--- config.mk ---
export PLATFORM = sky130hd
export DESIGN_NAME = multicycle_control
export DESIGN_NICKNAME = d
export VERILOG_FILES = /design/src/rtl/multicycle_control_pkg.sv /design/src/rtl/multicycle_control_alu_op_decode.sv /design/src/rtl/multicycle_control.sv
export SDC_FILE = /design/constraint.sdc
export NUM_CORES = 1
export LEC_CHECK = 0
export ABC_AREA = 1
export BUFFER_PORTS_ARGS = -buffer_cell sky130_fd_sc_hd__buf_2
export CAP_MARGIN = 20
export CORE_AREA = 2 2 39 41
export CTS_BUF_LIST = sky130_fd_sc_hd__clkbuf_2 sky130_fd_sc_hd__clkbuf_4 sky130_fd_sc_hd__clkbuf_8
export CTS_CLUSTER_SIZE = 25
export DETAILED_ROUTE_END_ITERATION = 8
export DIE_AREA = 0 0 41 43
export GPL_ROUTABILITY_DRIVEN = 0
export PLACE_DENSITY = 0.83
export SLEW_MARGIN = 20
export SYNTH_ARGS = -nofsm -noshare
export SYNTH_HDL_FRONTEND = slang
export SYNTH_SLANG_ARGS = --single-unit
--- constraint.sdc ---
create_clock -name clk -period 2.05 [get_ports clk]
set_input_delay 0.3075 -clock clk [delete_from_list [all_inputs] [get_ports clk]]
set_output_delay 0.3075 -clock clk [all_outputs]
set_load 0.005 [all_outputs]
--- src/rtl/multicycle_control_pkg.sv ---
// Shared constants for the multicycle CPU sequencer: instruction fields,
// ALU op codes, state encodings, datapath mux encodings and the control bundle.
package multicycle_control_pkg;

  // Instruction opcodes (instr[31:26])
  localparam logic [5:0] OP_RTYPE = 6'b000000;
  localparam logic [5:0] OP_LW    = 6'b100011;
  localparam logic [5:0] OP_SW    = 6'b101011;
  localparam logic [5:0] OP_BEQ   = 6'b000100;
  localparam logic [5:0] OP_ADDI  = 6'b001000;
  localparam logic [5:0] OP_J     = 6'b000010;

  // R-type function codes (instr[5:0])
  localparam logic [5:0] FN_ADD = 6'b100000;
  localparam logic [5:0] FN_SUB = 6'b100010;
  localparam logic [5:0] FN_AND = 6'b100100;
  localparam logic [5:0] FN_OR  = 6'b100101;
  localparam logic [5:0] FN_SLT = 6'b101010;

  // ALU operation codes driven to the 32-bit ALU
  localparam logic [2:0] ALU_AND = 3'b000;
  localparam logic [2:0] ALU_OR  = 3'b001;
  localparam logic [2:0] ALU_ADD = 3'b010;
  localparam logic [2:0] ALU_SUB = 3'b110;
  localparam logic [2:0] ALU_SLT = 3'b111;

  // Sequencer state encodings; codes 12..15 are unused and recover to FETCH
  localparam logic [3:0] S_FETCH   = 4'd0;
  localparam logic [3:0] S_DECODE  = 4'd1;
  localparam logic [3:0] S_MEMADR  = 4'd2;
  localparam logic [3:0] S_MEMRD   = 4'd3;
  localparam logic [3:0] S_MEMWB   = 4'd4;
  localparam logic [3:0] S_MEMWR   = 4'd5;
  localparam logic [3:0] S_EXEC_R  = 4'd6;
  localparam logic [3:0] S_ALUWB   = 4'd7;
  localparam logic [3:0] S_BRANCH  = 4'd8;
  localparam logic [3:0] S_ADDI_EX = 4'd9;
  localparam logic [3:0] S_ADDI_WB = 4'd10;
  localparam logic [3:0] S_JUMP    = 4'd11;

  // ALU B operand select
  localparam logic [1:0] SRCB_REGB    = 2'b00;
  localparam logic [1:0] SRCB_FOUR    = 2'b01;
  localparam logic [1:0] SRCB_IMM     = 2'b10;
  localparam logic [1:0] SRCB_IMM_SH2 = 2'b11;

  // PC next-value select
  localparam logic [1:0] PCSRC_ALU    = 2'b00;
  localparam logic [1:0] PCSRC_ALUOUT = 2'b01;
  localparam logic [1:0] PCSRC_JUMP   = 2'b10;

  // Full set of datapath controls produced each cycle
  typedef struct packed {
    logic       pc_en;
    logic       i_or_d;
    logic       mem_read;
    logic       mem_write;
    logic       ir_write;
    logic       mem_to_reg;
    logic       reg_dst;
    logic       reg_write;
    logic       alu_src_a;
    logic [1:0] alu_src_b;
    logic [1:0] pc_src;
    logic [2:0] alu_op;
    logic       illegal_op;
  } ctrl_t;

  // Every control inactive; each state starts from this and sets only what it needs
  function automatic ctrl_t ctrl_idle();
    ctrl_t c;
    c = '0;
    return c;
  endfunction

endpackage

--- src/rtl/multicycle_control_alu_op_decode.sv ---
// R-type function field to ALU op translation. valid is low for any funct
// the ALU does not implement, which the sequencer reports as an illegal op.
module alu_op_decode
  import multicycle_control_pkg::*;
(
  input  logic [5:0] funct,
  output logic [2:0] alu_op,
  output logic       valid
);

  // Pure lookup; unknown functs fall back to ADD with valid low
  always_comb begin
    alu_op = ALU_ADD;
    valid  = 1'b1;
    case (funct)
      FN_ADD:  alu_op = ALU_ADD;
      FN_SUB:  alu_op = ALU_SUB;
      FN_AND:  alu_op = ALU_AND;
      FN_OR:   alu_op = ALU_OR;
      FN_SLT:  alu_op = ALU_SLT;
      default: valid  = 1'b0;
    endcase
  end

endmodule

--- src/rtl/multicycle_control.sv ---
// Main sequencer of the multicycle CPU. One instruction at a time it steps
// through fetch, decode and the class-specific execute/memory/writeback
// states, driving ALU op, mux selects and write enables for the datapath.
//
//  state   | meaning
//  --------+-----------------------------------------------------------
//  FETCH   | read instr at PC, PC+4 into PC; waits on mem_ready
//  DECODE  | branch target into ALUOut; dispatch on opcode/funct
//  MEMADR  | base + signext imm -> ALUOut (lw/sw address)
//  MEMRD   | read data memory at ALUOut; waits on mem_ready
//  MEMWB   | MDR -> rt
//  MEMWR   | write regB to memory at ALUOut; waits on mem_ready
//  EXEC_R  | regA op regB, op from funct
//  ALUWB   | ALUOut -> rd
//  BRANCH  | regA - regB; load PC from ALUOut when zero
//  ADDI_EX | regA + signext imm
//  ADDI_WB | ALUOut -> rt
//  JUMP    | load PC with jump target
module multicycle_control
  import multicycle_control_pkg::*;
#(
  parameter int STATE_W       = 4,
  parameter int ALUOP_W       = 3,
  parameter bit MEM_HANDSHAKE = 1'b1
) (
  input  logic               clk,
  input  logic               rst,
  input  logic [5:0]         opcode,
  input  logic [5:0]         funct,
  input  logic               zero,
  input  logic               mem_ready,
  output logic               pc_en,
  output logic               i_or_d,
  output logic               mem_read,
  output logic               mem_write,
  output logic               ir_write,
  output logic               mem_to_reg,
  output logic               reg_dst,
  output logic               reg_write,
  output logic               alu_src_a,
  output logic [1:0]         alu_src_b,
  output logic [1:0]         pc_src,
  output logic [ALUOP_W-1:0] alu_op,
  output logic               illegal_op
);

  logic [STATE_W-1:0] state;
  logic [STATE_W-1:0] state_nxt;
  logic               ready;
  logic [2:0]         fn_alu_op;
  logic               fn_valid;
  logic [STATE_W-1:0] decode_target;
  logic               decode_legal;
  ctrl_t              ctl;
  ctrl_t              ctl_out;

  // Without a handshake the memory is assumed to complete every access in one cycle
  assign ready = MEM_HANDSHAKE ? mem_ready : 1'b1;

  alu_op_decode u_alu_op_decode (
    .funct  (funct),
    .alu_op (fn_alu_op),
    .valid  (fn_valid)
  );

  // Dispatch target out of DECODE; anything unsupported returns to FETCH
  always_comb begin
    decode_target = S_FETCH;
    decode_legal  = 1'b1;
    case (opcode)
      OP_RTYPE: begin
        decode_target = S_EXEC_R;
        decode_legal  = fn_valid;
      end
      OP_LW:   decode_target = S_MEMADR;
      OP_SW:   decode_target = S_MEMADR;
      OP_BEQ:  decode_target = S_BRANCH;
      OP_ADDI: decode_target = S_ADDI_EX;
      OP_J:    decode_target = S_JUMP;
      default: decode_legal  = 1'b0;
    endcase
    if (!decode_legal) begin
      decode_target = S_FETCH;
    end
  end

  // State register; reset aborts any instruction in flight
  always_ff @(posedge clk) begin
    if (rst) begin
      state <= S_FETCH;
    end else begin
      state <= state_nxt;
    end
  end

  // Next-state logic; memory states hold until the access completes
  always_comb begin
    state_nxt = S_FETCH;
    case (state)
      S_FETCH:   state_nxt = ready ? S_DECODE : S_FETCH;
      S_DECODE:  state_nxt = decode_target;
      S_MEMADR:  state_nxt = (opcode == OP_SW) ? S_MEMWR : S_MEMRD;
      S_MEMRD:   state_nxt = ready ? S_MEMWB : S_MEMRD;
      S_MEMWB:   state_nxt = S_FETCH;
      S_MEMWR:   state_nxt = ready ? S_FETCH : S_MEMWR;
      S_EXEC_R:  state_nxt = S_ALUWB;
      S_ALUWB:   state_nxt = S_FETCH;
      S_BRANCH:  state_nxt = S_FETCH;
      S_ADDI_EX: state_nxt = S_ADDI_WB;
      S_ADDI_WB: state_nxt = S_FETCH;
      S_JUMP:    state_nxt = S_FETCH;
      default:   state_nxt = S_FETCH;
    endcase
  end

  // Per-state datapath controls; only FETCH and BRANCH look at live inputs
  always_comb begin
    ctl = ctrl_idle();
    case (state)
      S_FETCH: begin
        ctl.mem_read  = 1'b1;
        ctl.alu_src_b = SRCB_FOUR;
        ctl.alu_op    = ALU_ADD;
        ctl.pc_src    = PCSRC_ALU;
        ctl.ir_write  = ready;
        ctl.pc_en     = ready;
      end
      S_DECODE: begin
        ctl.alu_src_b  = SRCB_IMM_SH2;
        ctl.alu_op     = ALU_ADD;
        ctl.illegal_op = ~decode_legal;
      end
      S_MEMADR: begin
        ctl.alu_src_a = 1'b1;
        ctl.alu_src_b = SRCB_IMM;
        ctl.alu_op    = ALU_ADD;
      end
      S_MEMRD: begin
        ctl.mem_read = 1'b1;
        ctl.i_or_d   = 1'b1;
      end
      S_MEMWB: begin
        ctl.reg_write  = 1'b1;
        ctl.mem_to_reg = 1'b1;
      end
      S_MEMWR: begin
        ctl.mem_write = 1'b1;
        ctl.i_or_d    = 1'b1;
      end
      S_EXEC_R: begin
        ctl.alu_src_a = 1'b1;
        ctl.alu_src_b = SRCB_REGB;
        ctl.alu_op    = fn_alu_op;
      end
      S_ALUWB: begin
        ctl.reg_write = 1'b1;
        ctl.reg_dst   = 1'b1;
      end
      S_BRANCH: begin
        ctl.alu_src_a = 1'b1;
        ctl.alu_src_b = SRCB_REGB;
        ctl.alu_op    = ALU_SUB;
        ctl.pc_src    = PCSRC_ALUOUT;
        ctl.pc_en     = zero;
      end
      S_ADDI_EX: begin
        ctl.alu_src_a = 1'b1;
        ctl.alu_src_b = SRCB_IMM;
        ctl.alu_op    = ALU_ADD;
      end
      S_ADDI_WB: begin
        ctl.reg_write = 1'b1;
      end
      S_JUMP: begin
        ctl.pc_src = PCSRC_JUMP;
        ctl.pc_en  = 1'b1;
      end
      default: ctl = ctrl_idle();
    endcase
  end

  // Reset suppresses every write and request in the same cycle, so an
  // aborted instruction can never commit a partial update
  always_comb begin
    ctl_out = ctl;
    if (rst) begin
      ctl_out.pc_en      = 1'b0;
      ctl_out.mem_read   = 1'b0;
      ctl_out.mem_write  = 1'b0;
      ctl_out.ir_write   = 1'b0;
      ctl_out.reg_write  = 1'b0;
      ctl_out.illegal_op = 1'b0;
      ctl_out.alu_op     = ALU_ADD;
    end
  end

  assign pc_en      = ctl_out.pc_en;
  assign i_or_d     = ctl_out.i_or_d;
  assign mem_read   = ctl_out.mem_read;
  assign mem_write  = ctl_out.mem_write;
  assign ir_write   = ctl_out.ir_write;
  assign mem_to_reg = ctl_out.mem_to_reg;
  assign reg_dst    = ctl_out.reg_dst;
  assign reg_write  = ctl_out.reg_write;
  assign alu_src_a  = ctl_out.alu_src_a;
  assign alu_src_b  = ctl_out.alu_src_b;
  assign pc_src     = ctl_out.pc_src;
  assign alu_op     = ctl_out.alu_op;
  assign illegal_op = ctl_out.illegal_op;

endmodule

==> results of run 1 <==
## per-layer routing
layer / up-vias / track usage [%] / share of wire, %
met2: 28 / 34.7 / 50
met4: 0 / 2.00 / 0.94
met1: 362 / 22.2 / 43
met3: 2 / 6.28 / 5.8
li1: 455 / - / -
met5: - / 0 / 0
## synthesized netlist by cell type, types with 2 or more instances
| library cell | instances |
|---|---|
| a21oi_1 | 7 |
| dfxtp_1 | 4 |
| inv_1 | 21 |
| inv_2 | 6 |
| nand2_1 | 22 |
| nand3_1 | 13 |
| nor2_1 | 26 |
| nor2_2 | 5 |
| nor2_4 | 3 |
| nor3_1 | 2 |
| o21ai_0 | 6 |
## area by class of cell
type,instances,area (sq um)
Multi-Input combinational cell,92,439
Inverter,27,101
Tap cell,16,20.0
Timing Repair Buffer,32,160
Clock buffer,3,22.5
Sequential cell,4,80.1
Fill cell,149,561
## per-stage QoR
step,power (uW),cells
after floorplan,121,124
after global placement,152,171
after detailed placement,155,171
after CTS,257,174
after global routing,277,174
final,251,174
## logic make-up after synthesis
logic type             Yosys count  synth area share (%)
AO/OA/AOI/OAI                   17                  14.4
buffers and inverters           28                  16.8
flip-flops                       4                  12.8
AND/OR/NAND/NOR                 75                  55.9
## worst max path at each step
stage | start | end | slack (ns)
global route | state[1] | pc_en | 0.12
global placement | opcode[5] | illegal_op | 0.55
detailed placement | opcode[5] | illegal_op | 0.53
CTS | state[1] | pc_en | 0.30
finish | state[1] | pc_en | 0.30
floorplan | state[2] | alu_op[0] | 0.72
## power by group through the flow
stage	Sequential [uW]	Combinational, uW	Clock [uW]
after global routing	81.8	83.8	111
after CTS	81.7	72.1	103
final	81.8	71.7	97.3
after floorplan	82.5	38.1	0
after detailed placement	82.9	71.8	0
after global placement	82.8	69.6	0
## worst max-delay path, stage by stage, from the launching register on
cell     delay [ns]
dfxtp_1        0.36
nor2_1         0.32
nand3_1        0.20
o21ai_0        0.10
o21ai_0        0.09
inv_1          0.05
buf_2          0.10
==> metrics.txt, run 1 <==
status finished, final reports clean; max-cap violations 0; share of cells above drive strength 1 32.3%; Syn Area/Cell 5.04 sq um; dpl cell area 801 sq um; CTS H-Tree Depth 1; Die X-Extent 41 um; synthesized area 624 sq um; Layout area overhead 31.9%; kind of end point of the critical path primary output; first-pass GRT wire length 2470 um; r2r setup slk 0.81 ns; Largest register FFs 4; via count 847; power share of the clock group 38.8%; RSZ-0062 raised after global routing no; worst slew pin tran 0.343 ns; fin area 823 sq um; hold-fix buffers at CTS 0; final hold viol count 0; number of distinct library cells after synthesis 20; CTS root buffer clkbuf_4; final net count 176; Critical Path AT 1.45 ns; hold endpoint state[3]; Ports 33; Syn Inst Count 124; RR Startpoint state[0]; Antenna Nets Post-Route 0; largest net degree at the start of global routing 12; switching power 76.8 uW; worst skew pair latency 0.23 ns; Sw Ratio 30.6%; Pleak 0.000512 uW; #FFs+latches synth 4; Post-Route WL 1590 um; CP startpoint kind flip-flop; EDFF count, synth 0; Max clock buf depth 2; port bufs 32; syn nets 140; clk sink count 4; worst-case reg-to-reg path depth 8; Post CTS Setup Buffer Count 0; FFs w/ async S/R, synth 0%; Seq/Total Area, Yosys 12.8%; leading cell type in the layout, fill and taps excluded buf_2; biggest regs state (4); Die Y 43 um; Wirelength per Cell 9.14 um; Post-DP HPWL 1380 um; Worst Hold Class input pin to flip-flop; Tcrit/Tclk final 85.6%; CP Max Fanout 6; PnR worst setup slack 0.296 ns; initial antenna violation count 0; Setup Skew 0.00385 ns; Most used DFF post-synth dfxtp_1; Place WS 0.529 ns; Worst EP required 1.74 ns; CTS tree done; Die ar. 1760 sq um; Final setup viols 0; residual DRC count 0; Yosys warning count 0; Int Power 174 uW; post-CTS sizing 0; WS Path Type flip-flop to primary output; Largest Register state; clock-pin slew on the worst setup and hold paths 0.03 ns; drt via density 4.87; hold path cells 2; hold path start rst; GRT Total Usage 19.6%; Slew HR 77.0%; Seq pwr share 32.6%; ant diodes 0; Slew Limit Fails 0; total iterations of the first detailed-routing run 4; initial core utilization 45.1%; leading area contributor after synthesis nor2_1; global route total overflow 0; Row Count 14; top-area cell type share of the netlist area 15.6%; core area 1380 sq um; Initial DRC Count 22; Post-Route Setup TNS 0 ns; worst hold slack 0.388 ns; fin util 59.5%; fmax 0.570 GHz; CTS Buf Count 3; vias in the first global route 689; peak supply drop 0.458 mV; commonest cells after routing, fill and taps aside 32 x buf_2, 26 x nor2_1, 22 x nand2_1, 21 x inv_1, 13 x nand3_1; min Tclk post-route 1.75 ns; Area contributors post-synth nor2_1 16%, nand2_1 13%, dfxtp_1 13%; PwrDens 305 nW/um^2; Comb power frac 28.6%; reg2reg end state[2]
(Power assumes the default switching activity.)
==> run 2: changes to the inputs <==
- CORE_AREA: 2 2 39 41 -> unset
- CORE_UTILIZATION: unset -> 47
- CTS_BUF_LIST: sky130_fd_sc_hd__clkbuf_2 sky130_fd_sc_hd__clkbuf_4 sky130_fd_sc_hd__clkbuf_8 -> unset
- DIE_AREA: 0 0 41 43 -> unset
==> run 2 against run 1 <==
  * Hold slack worse by 0.0010 ns
  * Fmax about the same
  * Worst setup slack better by 0.00090 ns
  * Critical path depth unchanged
  * Sequential share of layout area about the same
  * Count of clock-buffer cells in the layout unchanged
  * Critical endpoint unchanged
  * Sequential power about the same
  * Clock skew down 0.00071 ns
  * Largest cell class unchanged
  * Cell count down 1.1%
  * Highest routed layer unchanged
==> metrics.txt, run 2 (synthesis results as in run 1) <==
Seq pwr share 32.6%; drt via density 5.08; Max clock buf depth 2; hold path cells 2; Layout area overhead 31.5%; initial antenna violation count 0; CP Max Fanout 6; hold endpoint state[3]; CTS tree done; Wirelength per Cell 9.56 um; Post-Place Cells 169; worst-case reg-to-reg path depth 5; max incr delay on CP 0.36 ns; commonest cells after routing, fill and taps aside 32 x buf_2, 26 x nor2_1, 22 x nand2_1, 21 x inv_1, 13 x nand3_1; Sw Ratio 30.5%; Worst EP required 1.74 ns; final hold viol count 0; via count 874; WS Path Type flip-flop to primary output; FILL cells 118; biggest regs state (4); Row Count 12; Int Power 174 uW; ant diodes 0; CTS Buf Count 3; RR Startpoint state[3]; max-cap violations 0; share of cells above drive strength 1 32.3%; r2r setup slk 0.82 ns; post-CTS sizing 0; largest delay contributor family on the critical path simple AND/OR/NAND/NOR gates; worst slew pin tran 0.312 ns; clk sink count 4; Post-Route WL 1640 um; global route total overflow 0; Setup Skew 0.00314 ns; power share of the clock group 38.3%; CTS root buffer clkbuf_4; total iterations of the first detailed-routing run 4; PwrDens 305 nW/um^2; crit-path cells nor2_1 -> nand3_1 -> o21ai_0 -> o21ai_0 -> inv_1 -> buf_2; Largest register FFs 4; vias in the first global route 701; Tcrit/Tclk final 85.5%; GRT Total Usage 25.8%; Slew HR 79.1%; Post CTS Setup Buffer Count 0; CP most frequent cell o21ai_0; Die ar. 1480 sq um; kind of end point of the critical path primary output; Slowest-stage cell, CP dfxtp_1; clock-pin slew on the worst setup and hold paths 0.04 ns; buffers and inverters on the worst path 2; RSZ-0062 raised after global routing no; CP startpoint state[1]; Post-DP HPWL 1380 um; peak supply drop 0.314 mV; final net count 176; worst skew pair latency 0.24 ns; fmax 0.570 GHz; status finished, final reports clean; first-pass GRT wire length 2740 um; Slew Limit Fails 0; Die Y 38.4 um; Largest Register state; Worst Hold Class input pin to flip-flop; CTS H-Tree Depth 1; Ports 33; largest net degree at the start of global routing 12; Die X-Extent 38.4 um; Initial DRC Count 26; core area 1170 sq um; Comb power frac 29.1%; residual DRC count 0; worst hold slack 0.387 ns; Antenna Nets Post-Route 0; initial core utilization 53.3%; Post-Route Setup TNS 0 ns; post-route insts no fill 172; reg2reg end state[0]; leading cell type in the layout, fill and taps excluded buf_2; CP startpoint kind flip-flop; Final setup viols 0; min Tclk post-route 1.75 ns; Critical Path AT 1.45 ns; port bufs 32; switching power 76.2 uW; hold path start rst; Pleak 0.000512 uW; hold-fix buffers at CTS 0
run 2: per-stage QoR:
stage	util, %	area [sq um]	total power (uW)	setup WS (ns)
6_report	70.1	821	250	0.297
5_1_grt	70.1	821	267	0.195
4_1_cts	70.1	821	252	0.313
3_5_place_dp	68.2	798	155	0.554
3_3_place_gp	68.2	798	152	0.556
2_1_floorplan	-	624	121	0.722
run 2: worst max path at each step:
stage,to,slack (ns),cells past startpoint
6_report,pc_en,0.30,6
5_1_grt,alu_op[0],0.19,9
4_1_cts,alu_op[0],0.31,9
3_5_place_dp,illegal_op,0.55,8
3_3_place_gp,illegal_op,0.56,8
2_1_floorplan,alu_op[0],0.72,8
run 2: layer usage:
layer  share of wire (%)  GRT usage, %  vias to the layer above
li1                    -             -                      454
met3                 5.9          1.74                        4
met5                   0             0                        -
met2                  45          44.1                       36
met4                 1.6          10.3                        0
met1                  47          33.3                      380
run 2: final cells by class:
class	instances	area, sq um	area share, %
Multi-Input combinational cell	92	439	53.5
Inverter	27	101	12.3
Timing Repair Buffer	32	160	19.5
Sequential cell	4	80.1	9.76
Clock buffer	3	22.5	2.74
Tap cell	14	17.5	2.13
run 2: power groups by stage:
stage	clock network [uW]	registers [uW]	logic, uW
floorplan	0	82.5	38.1
global placement	0	82.7	69.1
detailed placement	0	82.7	71.8
CTS	97.9	81.5	72.1
global route	104	81.6	81.1
finish	95.8	81.6	72.7
